<file path="config.mk">
export PLATFORM = sky130hd
export DESIGN_NAME = barrel_shift_arbiter
export DESIGN_NICKNAME = d
export VERILOG_FILES = /design/src/rtl/bshift_pkg.sv /design/src/rtl/bshift_core.sv /design/src/rtl/barrel_shift_arbiter.sv
export SDC_FILE = /design/constraint.sdc
export NUM_CORES = 1
export LEC_CHECK = 0
export ABC_AREA = 1
export BUFFER_PORTS_ARGS = -buffer_cell sky130_fd_sc_hd__buf_2
export CORE_AREA = 2 2 55 57
export CTS_CLUSTER_DIAMETER = 60
export DETAILED_ROUTE_END_ITERATION = 10
export DIE_AREA = 0 0 57 59
export GPL_TIMING_DRIVEN = 0
export PLACE_DENSITY = 0.83
export SLEW_MARGIN = 25
export SYNTH_ARGS = -nofsm -noshare
export SYNTH_HDL_FRONTEND = slang
export SYNTH_SLANG_ARGS = --single-unit
</file>
<file path="constraint.sdc">
create_clock -name clk -period 4.5 [get_ports clk]
set_input_delay 0.9 -clock clk [delete_from_list [all_inputs] [get_ports clk]]
set_output_delay 0.9 -clock clk [all_outputs]
set_load 0.005 [all_outputs]
</file>
<file path="src/rtl/bshift_pkg.sv">
// Shared definitions for the barrel-shift arbiter: default widths, shift-mode
// encodings and the round-robin pointer wrap helper.
package bshift_pkg;

  localparam int DEF_DATA_W  = 8;
  localparam int DEF_SHAMT_W = 3;
  localparam int PTR_W       = 2;

  localparam logic ROT = 1'b1;
  localparam logic SHL = 1'b0;

  function automatic logic [PTR_W-1:0] next_rr(input logic [PTR_W-1:0] ptr,
                                               input int unsigned n);
    logic [PTR_W-1:0] nxt;
    if ((32'(ptr) + 32'd1) >= n) begin
      nxt = '0;
    end else begin
      nxt = ptr + 2'd1;
    end
    return nxt;
  endfunction

endpackage

</file>
<file path="src/rtl/bshift_core.sv">
// Combinational shift/rotate-left core built from log2 mux layers, where
// layer k moves the word by 2**k positions when shamt bit k is set.
module bshift_core
  import bshift_pkg::*;
#(
  parameter int DATA_W  = DEF_DATA_W,
  parameter int SHAMT_W = DEF_SHAMT_W
) (
  input  logic [DATA_W-1:0]  data_i,
  input  logic [SHAMT_W-1:0] shamt_i,
  input  logic               rot_i,
  output logic [DATA_W-1:0]  result_o
);

  logic [DATA_W-1:0] stage_s [SHAMT_W+1];

  assign stage_s[0] = data_i;

  for (genvar k = 0; k < SHAMT_W; k++) begin : g_stage
    localparam int AMT     = 1 << k;
    localparam int ROT_AMT = AMT % DATA_W;

    logic [DATA_W-1:0] shl_s;
    logic [DATA_W-1:0] rol_s;

    // A layer that moves by DATA_W or more flushes a logical shift to zero
    if (AMT >= DATA_W) begin : g_shl_flush
      assign shl_s = '0;
    end else begin : g_shl_move
      assign shl_s = stage_s[k] << AMT;
    end

    if (ROT_AMT == 0) begin : g_rol_id
      assign rol_s = stage_s[k];
    end else begin : g_rol_move
      assign rol_s = (stage_s[k] << ROT_AMT) | (stage_s[k] >> (DATA_W - ROT_AMT));
    end

    assign stage_s[k+1] = !shamt_i[k]   ? stage_s[k] :
                          (rot_i == SHL) ? shl_s      : rol_s;
  end

  assign result_o = stage_s[SHAMT_W];

endmodule

</file>
<file path="src/rtl/barrel_shift_arbiter.sv">
// Round-robin arbiter sharing one barrel-shift core between NUM_REQ
// valid/ready requesters, with a single tagged result register.
module barrel_shift_arbiter
  import bshift_pkg::*;
#(
  parameter int NUM_REQ = 2,
  parameter int DATA_W  = DEF_DATA_W,
  parameter int SHAMT_W = DEF_SHAMT_W,
  parameter int ID_W    = 2
) (
  input  logic                       clk,
  input  logic                       rst,
  input  logic [NUM_REQ-1:0]         req_valid_i,
  output logic [NUM_REQ-1:0]         req_ready_o,
  input  logic [NUM_REQ*DATA_W-1:0]  req_data_i,
  input  logic [NUM_REQ*SHAMT_W-1:0] req_shamt_i,
  input  logic [NUM_REQ-1:0]         req_rot_i,
  output logic                       rsp_valid_o,
  input  logic                       rsp_ready_i,
  output logic [DATA_W-1:0]          rsp_data_o,
  output logic [ID_W-1:0]            rsp_id_o,
  output logic [7:0]                 busy_cnt_o
);

  logic [PTR_W-1:0]   rr_ptr_q,    rr_ptr_d;
  logic               rsp_valid_q, rsp_valid_d;
  logic [DATA_W-1:0]  rsp_data_q,  rsp_data_d;
  logic [ID_W-1:0]    rsp_id_q,    rsp_id_d;
  logic [7:0]         busy_cnt_q,  busy_cnt_d;

  logic               open_s;
  logic [NUM_REQ-1:0] grant_s;
  logic [ID_W-1:0]    sel_s;
  logic               xfer_s;
  logic [DATA_W-1:0]  op_data_s;
  logic [SHAMT_W-1:0] op_shamt_s;
  logic               op_rot_s;
  logic [DATA_W-1:0]  core_result_s;

  assign open_s = !rsp_valid_q || rsp_ready_i;

  // Grants are held off during reset so nothing is accepted into a register
  // that is being cleared.
  always_comb begin
    grant_s = '0;
    sel_s   = '0;
    if (open_s && !rst) begin
      for (int off = 0; off < NUM_REQ; off++) begin
        for (int i = 0; i < NUM_REQ; i++) begin
          if ((grant_s == '0) && req_valid_i[i] &&
              (((32'(rr_ptr_q) + 32'(off)) % 32'(NUM_REQ)) == 32'(i))) begin
            grant_s[i] = 1'b1;
            sel_s      = ID_W'(i);
          end else begin
            grant_s = grant_s;
          end
        end
      end
    end else begin
      grant_s = '0;
    end
  end

  assign xfer_s = |(grant_s & req_valid_i);

  always_comb begin
    op_data_s  = '0;
    op_shamt_s = '0;
    op_rot_s   = SHL;
    for (int i = 0; i < NUM_REQ; i++) begin
      if (sel_s == ID_W'(i)) begin
        op_data_s  = req_data_i[i*DATA_W +: DATA_W];
        op_shamt_s = req_shamt_i[i*SHAMT_W +: SHAMT_W];
        op_rot_s   = req_rot_i[i];
      end else begin
        op_rot_s = op_rot_s;
      end
    end
  end

  bshift_core #(
    .DATA_W  (DATA_W),
    .SHAMT_W (SHAMT_W)
  ) u_core (
    .data_i   (op_data_s),
    .shamt_i  (op_shamt_s),
    .rot_i    (op_rot_s),
    .result_o (core_result_s)
  );

  always_comb begin
    rr_ptr_d    = rr_ptr_q;
    rsp_valid_d = rsp_valid_q;
    rsp_data_d  = rsp_data_q;
    rsp_id_d    = rsp_id_q;
    busy_cnt_d  = busy_cnt_q;
    if (xfer_s) begin
      rsp_valid_d = 1'b1;
      rsp_data_d  = core_result_s;
      rsp_id_d    = sel_s;
      rr_ptr_d    = next_rr(PTR_W'(sel_s), NUM_REQ);
    end else if (rsp_valid_q && rsp_ready_i) begin
      rsp_valid_d = 1'b0;
    end else begin
      rsp_valid_d = rsp_valid_q;
    end
    // Counts stalled cycles only; a cycle with any grant is not a stall
    if ((|req_valid_i) && !xfer_s && (busy_cnt_q != 8'hFF)) begin
      busy_cnt_d = busy_cnt_q + 8'd1;
    end else begin
      busy_cnt_d = busy_cnt_q;
    end
  end

  always_ff @(posedge clk or posedge rst) begin
    if (rst) begin
      rr_ptr_q    <= '0;
      rsp_valid_q <= 1'b0;
      rsp_data_q  <= '0;
      rsp_id_q    <= '0;
      busy_cnt_q  <= 8'd0;
    end else begin
      rr_ptr_q    <= rr_ptr_d;
      rsp_valid_q <= rsp_valid_d;
      rsp_data_q  <= rsp_data_d;
      rsp_id_q    <= rsp_id_d;
      busy_cnt_q  <= busy_cnt_d;
    end
  end

  assign req_ready_o = grant_s;
  assign rsp_valid_o = rsp_valid_q;
  assign rsp_data_o  = rsp_data_q;
  assign rsp_id_o    = rsp_id_q;
  assign busy_cnt_o  = busy_cnt_q;

endmodule

</file>
# == After elaboration in Yosys (flattened, before gate mapping) ==
# Index checks and enable logic that the tools add are counted.
# classes
reduce_logical,24
n_mux,30
bitwise_logic,4
magnitude_cmp,1
add_sub_neg,4
n_eq_ne,2
# op_table
operator,n
32-bit logical NOT,2
8-bit two-way mux,8
1-bit two-way mux,16
1-bit logical AND,11
"8-bit by 1-bit adder with 8-bit output, second input constant",1
2-bit logical NOT,4
2-bit two-way mux,4
"8-bit != test, second input constant",1
8-bit by 1-bit bitwise OR with 8-bit output,1
8-bit by 2-bit bitwise OR with 8-bit output,1
8-bit by 4-bit bitwise OR with 8-bit output,1
3-bit two-way mux,2
2-bit OR reduction,2
"2-bit by 1-bit adder with 3-bit output, second input constant",1
"3-bit by 2-bit greater-or-equal comparator with 1-bit output, second input constant",1
1-bit logical NOT,3
"1-bit adder, second input constant",2
2-bit bitwise AND,1
"2-bit by 1-bit == test with 1-bit output, second input constant",1
2-bit nonzero test,1
1-bit logical OR,1
# word_totals
wordCells,70
register_bits,20
inputBits,29

# == Depth between registers and ports, before layout ==
# Gate-level depths: netlist (run 1).
# depth
word_depth,31
mapped_depth,15
ltp_nobuf,14

# == Modules after synthesis ==
# From an unflattened synthesis (run 1), not the netlist that was laid out.
# unflattened
cells_unflattened,240
area_unflattened_um2,1458.9
# modules_own_cells
module,seq_area_each_um2,instances,cells_per_inst,area_each_um2
barrel_shift_arbiter,475.5,1,169,1134.8
bshift_core,0.0,1,71,324.1

# == Worst setup path after synthesis (run 1) ==
# No wires, ideal clock.
# synth_timing
kind,input to output
startpoint,in rsp_ready_i
endpoint,out req_ready_o[0]
path_slack_ns,2.142
path_buffers,0
t_arrival_ns,1.458
t_required_ns,3.600
cell_stages,4
path_cell_list,inv_1 > a21oi_4 > o211ai_1 > inv_1
# synth_between
elab_chain_len,3
# synth_lines
item,line,text
from (decl),barrel_shift_arbiter.sv:19,"input logic rsp_ready_i,"
1-bit logical OR,barrel_shift_arbiter.sv:40,assign open_s = !rsp_valid_q || rsp_ready_i;
1-bit logical AND,barrel_shift_arbiter.sv:47,if (open_s && !rst) begin
2-bit two-way mux,barrel_shift_arbiter.sv:47,
to (decl),barrel_shift_arbiter.sv:14,"output logic [NUM_REQ-1:0] req_ready_o,"
# No other way between the ends.

# == Worst setup path after layout (run 1) ==
# Ends and elaborated chain as after synthesis.

==> impl_metrics.tcl, run 1 <==
set metrics [dict create \
    status "completed" \
    finalHoldViolations 0 \
    r2r_cells 12 \
    routed_via_density 4.99 \
    power.density_mw_per_mm2 393 \
    dieArea_mm2 0.00336 \
    tritoncts "yes" \
    yosysSeqAreaShare 0.330 \
    vdd_drop_max_v 0.000381 \
    fin_nets 292 \
    synth_edf_count 0 \
    grt_use_total 0.197 \
    holdCritStartpoint "rsp_data_o[6]" \
    synthAdderAreaFrac 0.00870 \
    fin_tns_setup_ns 0 \
    arrival_ns 1.71 \
    grt_pass1_wl_mm 5.33 \
    p_leak_nw 1.04 \
    clock_skew_ns 0.00186 \
    grt-ovfl-total 0 \
    drive_gt1_frac 0.299 \
    drcViolationCount 0 \
    worstSetupStartpoint "rsp_ready_i" \
    antenna_found_initial 0 \
    std_cell_rows 19 \
    synth_seq_cells 19 \
    path_delay_family "compound AO/OA/AOI/OAI gates" \
    p_int_mw 0.409 \
    p_switching_mw 0.277 \
    numClockSinks 19 \
    die_h_um 59 \
    power.total_mw 0.687 \
    hold_ws_ns 0.483 \
    switching_share 0.404 \
    fin_crit_sh 0.580 \
    critPathCapture "req_ready_o[0]" \
    crit_chain "buf_2 > inv_1 > a21oi_4 > o211ai_1 > inv_1 > buf_2" \
    synth_cells 209 \
    grt_max_degree 20 \
    gp_congestion 0.882 \
    timing.fmax_mhz 383 \
    min_period_ns 2.61 \
    max_stage_delay_ns 0.25 \
    wire_per_inst_um 10.3 \
    nFillCells 257 \
    initial_core_util 0.531 \
    clock_path_buffers 2 \
    yosys.area_share.simple 0.467 \
    synth_nets 239 \
    cts-root-buf "clkbuf_4" \
    hold_class "register to register" \
    ys.flop_type "dfrtp_1" \
    synthArstFlopShare 1.00 \
    critical_path_class "input port to output port" \
    synth-compound-area-share 0.0591 \
    port-buffer-count 48 \
    htreeDepth 1 \
    synth_xor_area_frac 0.0426 \
    grt_pass1_vias 1309 \
    clock_latency_ns 0.30 \
    io_pins 50 \
    ys_warn_count 0 \
    r2r-end "rsp_data_o[2]" \
    cts_setup_buffers 0 \
    hpwl_mm 2.45 \
    drtIter0Drc 43 \
    cts.clk_slew.worst_paths_ns 0.11 \
    vias 1458 \
    drtPass1Iterations 4 \
    numCtsBuffers 3 \
    min_path_cells 2 \
    worstMarginPinSlew_ns 0.696 \
    r2r_setup_slack_ns 2.74 \
    synth_mux_area_frac 0.0209 \
    synth_top_family_by_area "simple AND/OR/NAND/NOR gates" \
    rsz0062_at_grt "no" \
    crit_path_top_delay_cell "o211ai_1" \
    startpoint_type "input port" \
    seq_power_share 0.429 \
    setup_viol 0 \
    timing.rr.start "rsp_valid_o" \
    slew_headroom 0.535 \
    drtAntennaViolNets 0 \
    synth.distinct_cells 30 \
    critPathBufInv 4 \
    critPathCaptureType "output port" \
    core_mm2 0.00271 \
    die_w_um 57 \
    p_clk_frac 0.125 \
    cp.required_ns 3.60 \
    cp.depth 6 \
    diodes 0 \
    syn_to_final_growth_pct 21.3 \
    cap_violations 0 \
    final_core_util 0.644 \
    postCtsHoldBufs 0 \
    routed_wl_mm 3.00 \
    slew_violations 0 \
    critPathMaxFanout 6 \
    syn_area_mm2 0.00144 \
    avgSynthCellArea_um2 6.88 \
    postLayoutCellArea_mm2 0.00175 \
    pwr-share-comb 0.446 \
    cts_resized 0 \
    placed_area_mm2 0.00172 \
]
[per-stage QoR]
stage / cells / setup slack, ns
4_1_cts: 292 / 1.87
5_1_grt: 292 / 1.79
6_report: 292 / 1.89
3_5_place_dp: 288 / 1.88
2_1_floorplan: 209 / 2.14
3_3_place_gp: 288 / 1.88
[logic make-up after synthesis]
| family | Yosys count |
|---|---|
| xor+xnor | 7 |
| simple gates | 147 |
| flops | 19 |
| mux | 2 |
| fa+ha+maj | 1 |
| other cells | 1 |
| compound gates | 9 |
| buf+inv | 23 |
[metal layers]
metal | up-vias | GRT usage | share of wire
li1 | 760 | - | -
met2 | 39 | 0.328 | 0.46
met5 | - | 0 | 0
met1 | 657 | 0.270 | 0.48
met3 | 2 | 0.0393 | 0.055
met4 | 0 | 0.0399 | 0.0060
[cell usage in the layout, fill, tap and decap left out, drive strengths merged]
cell    Yosys  routed
ha          1       1
nand3b      1       1
clkinv      3       4
mux2        2       2
clkbuf      0       3
xor2        4       4
nand2     104     104
dfrtp      19      19
o21ai       5       5
nand3      32      32
o211ai      1       1
nor2        8       8
nand4       1       1
xnor2       3       3
buf         3      51
nor3        1       1
a21oi       3       3
conb        1       1
inv        17      17
[worst min-delay path: cells and delay by family (launching register included)]
family           cells  cell delay [ns]
AND/OR/NAND/NOR      2             0.10
flip-flops           1             0.36
[state kept, by name, summed over array words and instances, names as in the netlist]
register	cells
rsp_valid_o	1
rsp_data_o	8
rr_ptr_q	1
busy_cnt_o	8
rsp_id_o	1
[synthesized netlist by cell type (2+ instances only)]
cell       n  area share
clkinv_1   3      0.0078
nand2_2    2      0.0087
xnor2_1    3       0.018
nor2_2     2      0.0087
nor2_4     2       0.016
xor2_1     4       0.024
nand2_1   97        0.25
nand3_1   31        0.11
dfrtp_1   19        0.33
inv_1     13       0.034
nor2_1     4       0.010
a21oi_4    2       0.023
nand2_4    5       0.039
mux2_4     2       0.021
inv_2      4       0.010
o21ai_0    2      0.0070
[worst min-delay path by stage]
stage                     to  slack, ns
2_1_floorplan    rsp_id_o[0]       0.47
4_1_cts        rsp_data_o[6]       0.49
3_3_place_gp   rsp_data_o[6]       0.46
5_1_grt          rsp_id_o[0]       0.51
3_5_place_dp   rsp_data_o[6]       0.46
6_report       rsp_data_o[6]       0.48
[power groups by stage]
stage               sequential (mW)  clock [mW]  combinational [mW]
floorplan                     0.297           0               0.195
global placement              0.294           0               0.305
detailed placement            0.297           0               0.310
CTS                           0.295      0.0887               0.310
global route                  0.304      0.0937               0.349
finish                        0.295      0.0860               0.306
[final cells by class]
cell class	count	area [um2]	share of cell area
flip-flops and latches	19	475	0.272
clock inverters	1	5.00	0.00287
multi-input cells	167	865	0.495
well taps	31	38.8	0.0222
clock buffers	3	22.5	0.0129
repair buffers	48	240	0.138
plain buffers	3	23.8	0.0136
inverters	20	75.1	0.0430
Note: power is estimated with default switching activity, not from simulation.
==> inputs of run 2 (changes only) <==
--- a/config.mk
+++ b/config.mk
@@ -7,12 +7,12 @@
 export LEC_CHECK = 0
 export ABC_AREA = 1
 export BUFFER_PORTS_ARGS = -buffer_cell sky130_fd_sc_hd__buf_2
-export CORE_AREA = 2 2 55 57
+export CORE_AREA = 2 2 60 62
 export CTS_CLUSTER_DIAMETER = 60
 export DETAILED_ROUTE_END_ITERATION = 10
-export DIE_AREA = 0 0 57 59
+export DIE_AREA = 0 0 62 64
 export GPL_TIMING_DRIVEN = 0
-export PLACE_DENSITY = 0.83
+export PLACE_DENSITY = 0.74
 export SLEW_MARGIN = 25
 export SYNTH_ARGS = -nofsm -noshare
 export SYNTH_HDL_FRONTEND = slang
==> constraint.sdc (replaced) <==
create_clock -name clk -period 2.3 [get_ports clk]
set_input_delay 0.46 -clock clk [delete_from_list [all_inputs] [get_ports clk]]
set_output_delay 0.46 -clock clk [all_outputs]
set_load 0.005 [all_outputs]
==> run 2 against run 1 <==
Effect of this change: clock skew grew 0.0073 ns; final cell count grew 5.1%; die area grew 18%; first-iteration DRC count shrank 2.3%; worst setup slack lost 1.5 ns; critical path type is now register to output port; combinational power grew 96%; sequential share of layout area shrank 0.27 points.
==> impl_metrics.tcl, run 2 (synthesized netlist as in run 1, its figures left out) <==
set metrics [dict create \
    htreeDepth 1 \
    drive_gt1_frac 0.295 \
    nFillCells 359 \
    cap_violations 0 \
    grt_pass1_vias 1290 \
    io_pins 50 \
    slew_violations 0 \
    placed_area_mm2 0.00174 \
    worstMarginPinSlew_ns 0.705 \
    grt_max_degree 20 \
    die_h_um 64 \
    die_w_um 62 \
    setup_viol 0 \
    numClockSinks 19 \
    final_cell_mix "97 x nand2_1, 49 x buf_2, 31 x nand3_1" \
    grt-ovfl-total 0 \
    rsz0062_at_grt "no" \
    hold_ws_ns 0.285 \
    postCtsHoldBufs 0 \
    dieArea_mm2 0.00397 \
    drtIter0Drc 42 \
    initial_core_util 0.438 \
    power.density_mw_per_mm2 761 \
    final_common_cell "nand2_1" \
    hpwl_mm 2.52 \
    fin_nets 292 \
    std_cell_rows 21 \
    cts_setup_buffers 0 \
    postLayoutCellArea_mm2 0.00176 \
    hold_class "input port to asynchronous set/reset pin" \
    drcViolationCount 0 \
    sequential_cell_area_um2 475 \
    port-buffer-count 48 \
    tritoncts "yes" \
    status "completed" \
    critPathMaxFanout 6 \
    arrival_ns 1.47 \
    antenna_found_initial 0 \
    fin_tns_setup_ns 0 \
    diodes 0 \
    drtAntennaViolNets 0 \
    cts_resized 0 \
    numCtsBuffers 3 \
    clock_path_buffers 2 \
    startpoint_type "register" \
    drtPass1Iterations 4 \
    vias 1435 \
    r2r_setup_slack_ns 0.50 \
    cts-root-buf "clkbuf_4" \
    clock_skew_ns 0.00915 \
    fin_crit_sh 0.839 \
    multi_input_area_um2 865 \
    syn_to_final_growth_pct 22.5 \
    grt_use_total 0.170 \
    grt_pass1_wl_mm 5.24 \
    vdd_drop_max_v 0.000557 \
    cp.required_ns 1.84 \
    wire_per_inst_um 10.1 \
    p_leak_nw 1.03 \
    timing.fmax_mhz 518 \
    critPathCaptureType "output port" \
    final_core_util 0.537 \
    finalHoldViolations 0 \
    clock_latency_ns 0.30 \
    cts.clk_slew.worst_paths_ns 0.11 \
    slew_headroom 0.530 \
    core_mm2 0.00328 \
    gp_congestion 0.829 \
    routed_wl_mm 3.10 \
    routed_via_density 4.67 \
    critical_path_class "register to output port" \
    min_period_ns 1.93 \
]
run 2: through the flow:
step,cells,power [mW],worst slack (ns)
after global placement,303,1.18,0.385
after floorplan,209,0.962,0.648
final,307,1.34,0.371
after global routing,307,1.48,0.301
after CTS,307,1.36,0.359
after detailed placement,303,1.19,0.359
run 2: final cells by class:
| cell class | instances | area share |
|---|---|---|
| Timing Repair Buffer | 48 | 0.136 |
| Clock buffer | 4 | 0.0149 |
| Tap cell | 46 | 0.0326 |
| Sequential cell | 19 | 0.270 |
| Buffer | 3 | 0.0135 |
| Inverter | 20 | 0.0426 |
| Multi-Input combinational cell | 167 | 0.490 |
run 2: final timing paths:
kind	to	cells after the start	from
max	req_ready_o[0]	4	rsp_valid_o
min	busy_cnt_o[7]	2	rst
max reg2reg	rsp_data_o[0]	12	rsp_valid_o
min reg2reg	rsp_data_o[6]	2	rsp_data_o[6]
max in group asynchronous	rsp_data_o[2]	2	rst
min in group clk	rsp_valid_o	4	rsp_ready_i
run 2: power breakdown:
part,internal (mW),switching [mW]
Combinational,0.276,0.325
Clock,0.0675,0.0996
Sequential,0.460,0.115
run 2: worst max-delay path, cell delays in order, from the launching register on:
cell	delay, ns
dfrtp_1	0.45
a21oi_4	0.26
o211ai_1	0.25
inv_1	0.10
buf_2	0.11
run 2: per-layer routing:
metal  vias to the layer above  share of wire  global-route usage
li1                        760              -                   -
met4                         0         0.0032              0.0239
met2                        26           0.48               0.273
met3                         2          0.040              0.0364
met5                         -              0                   0
met1                       647           0.47               0.235
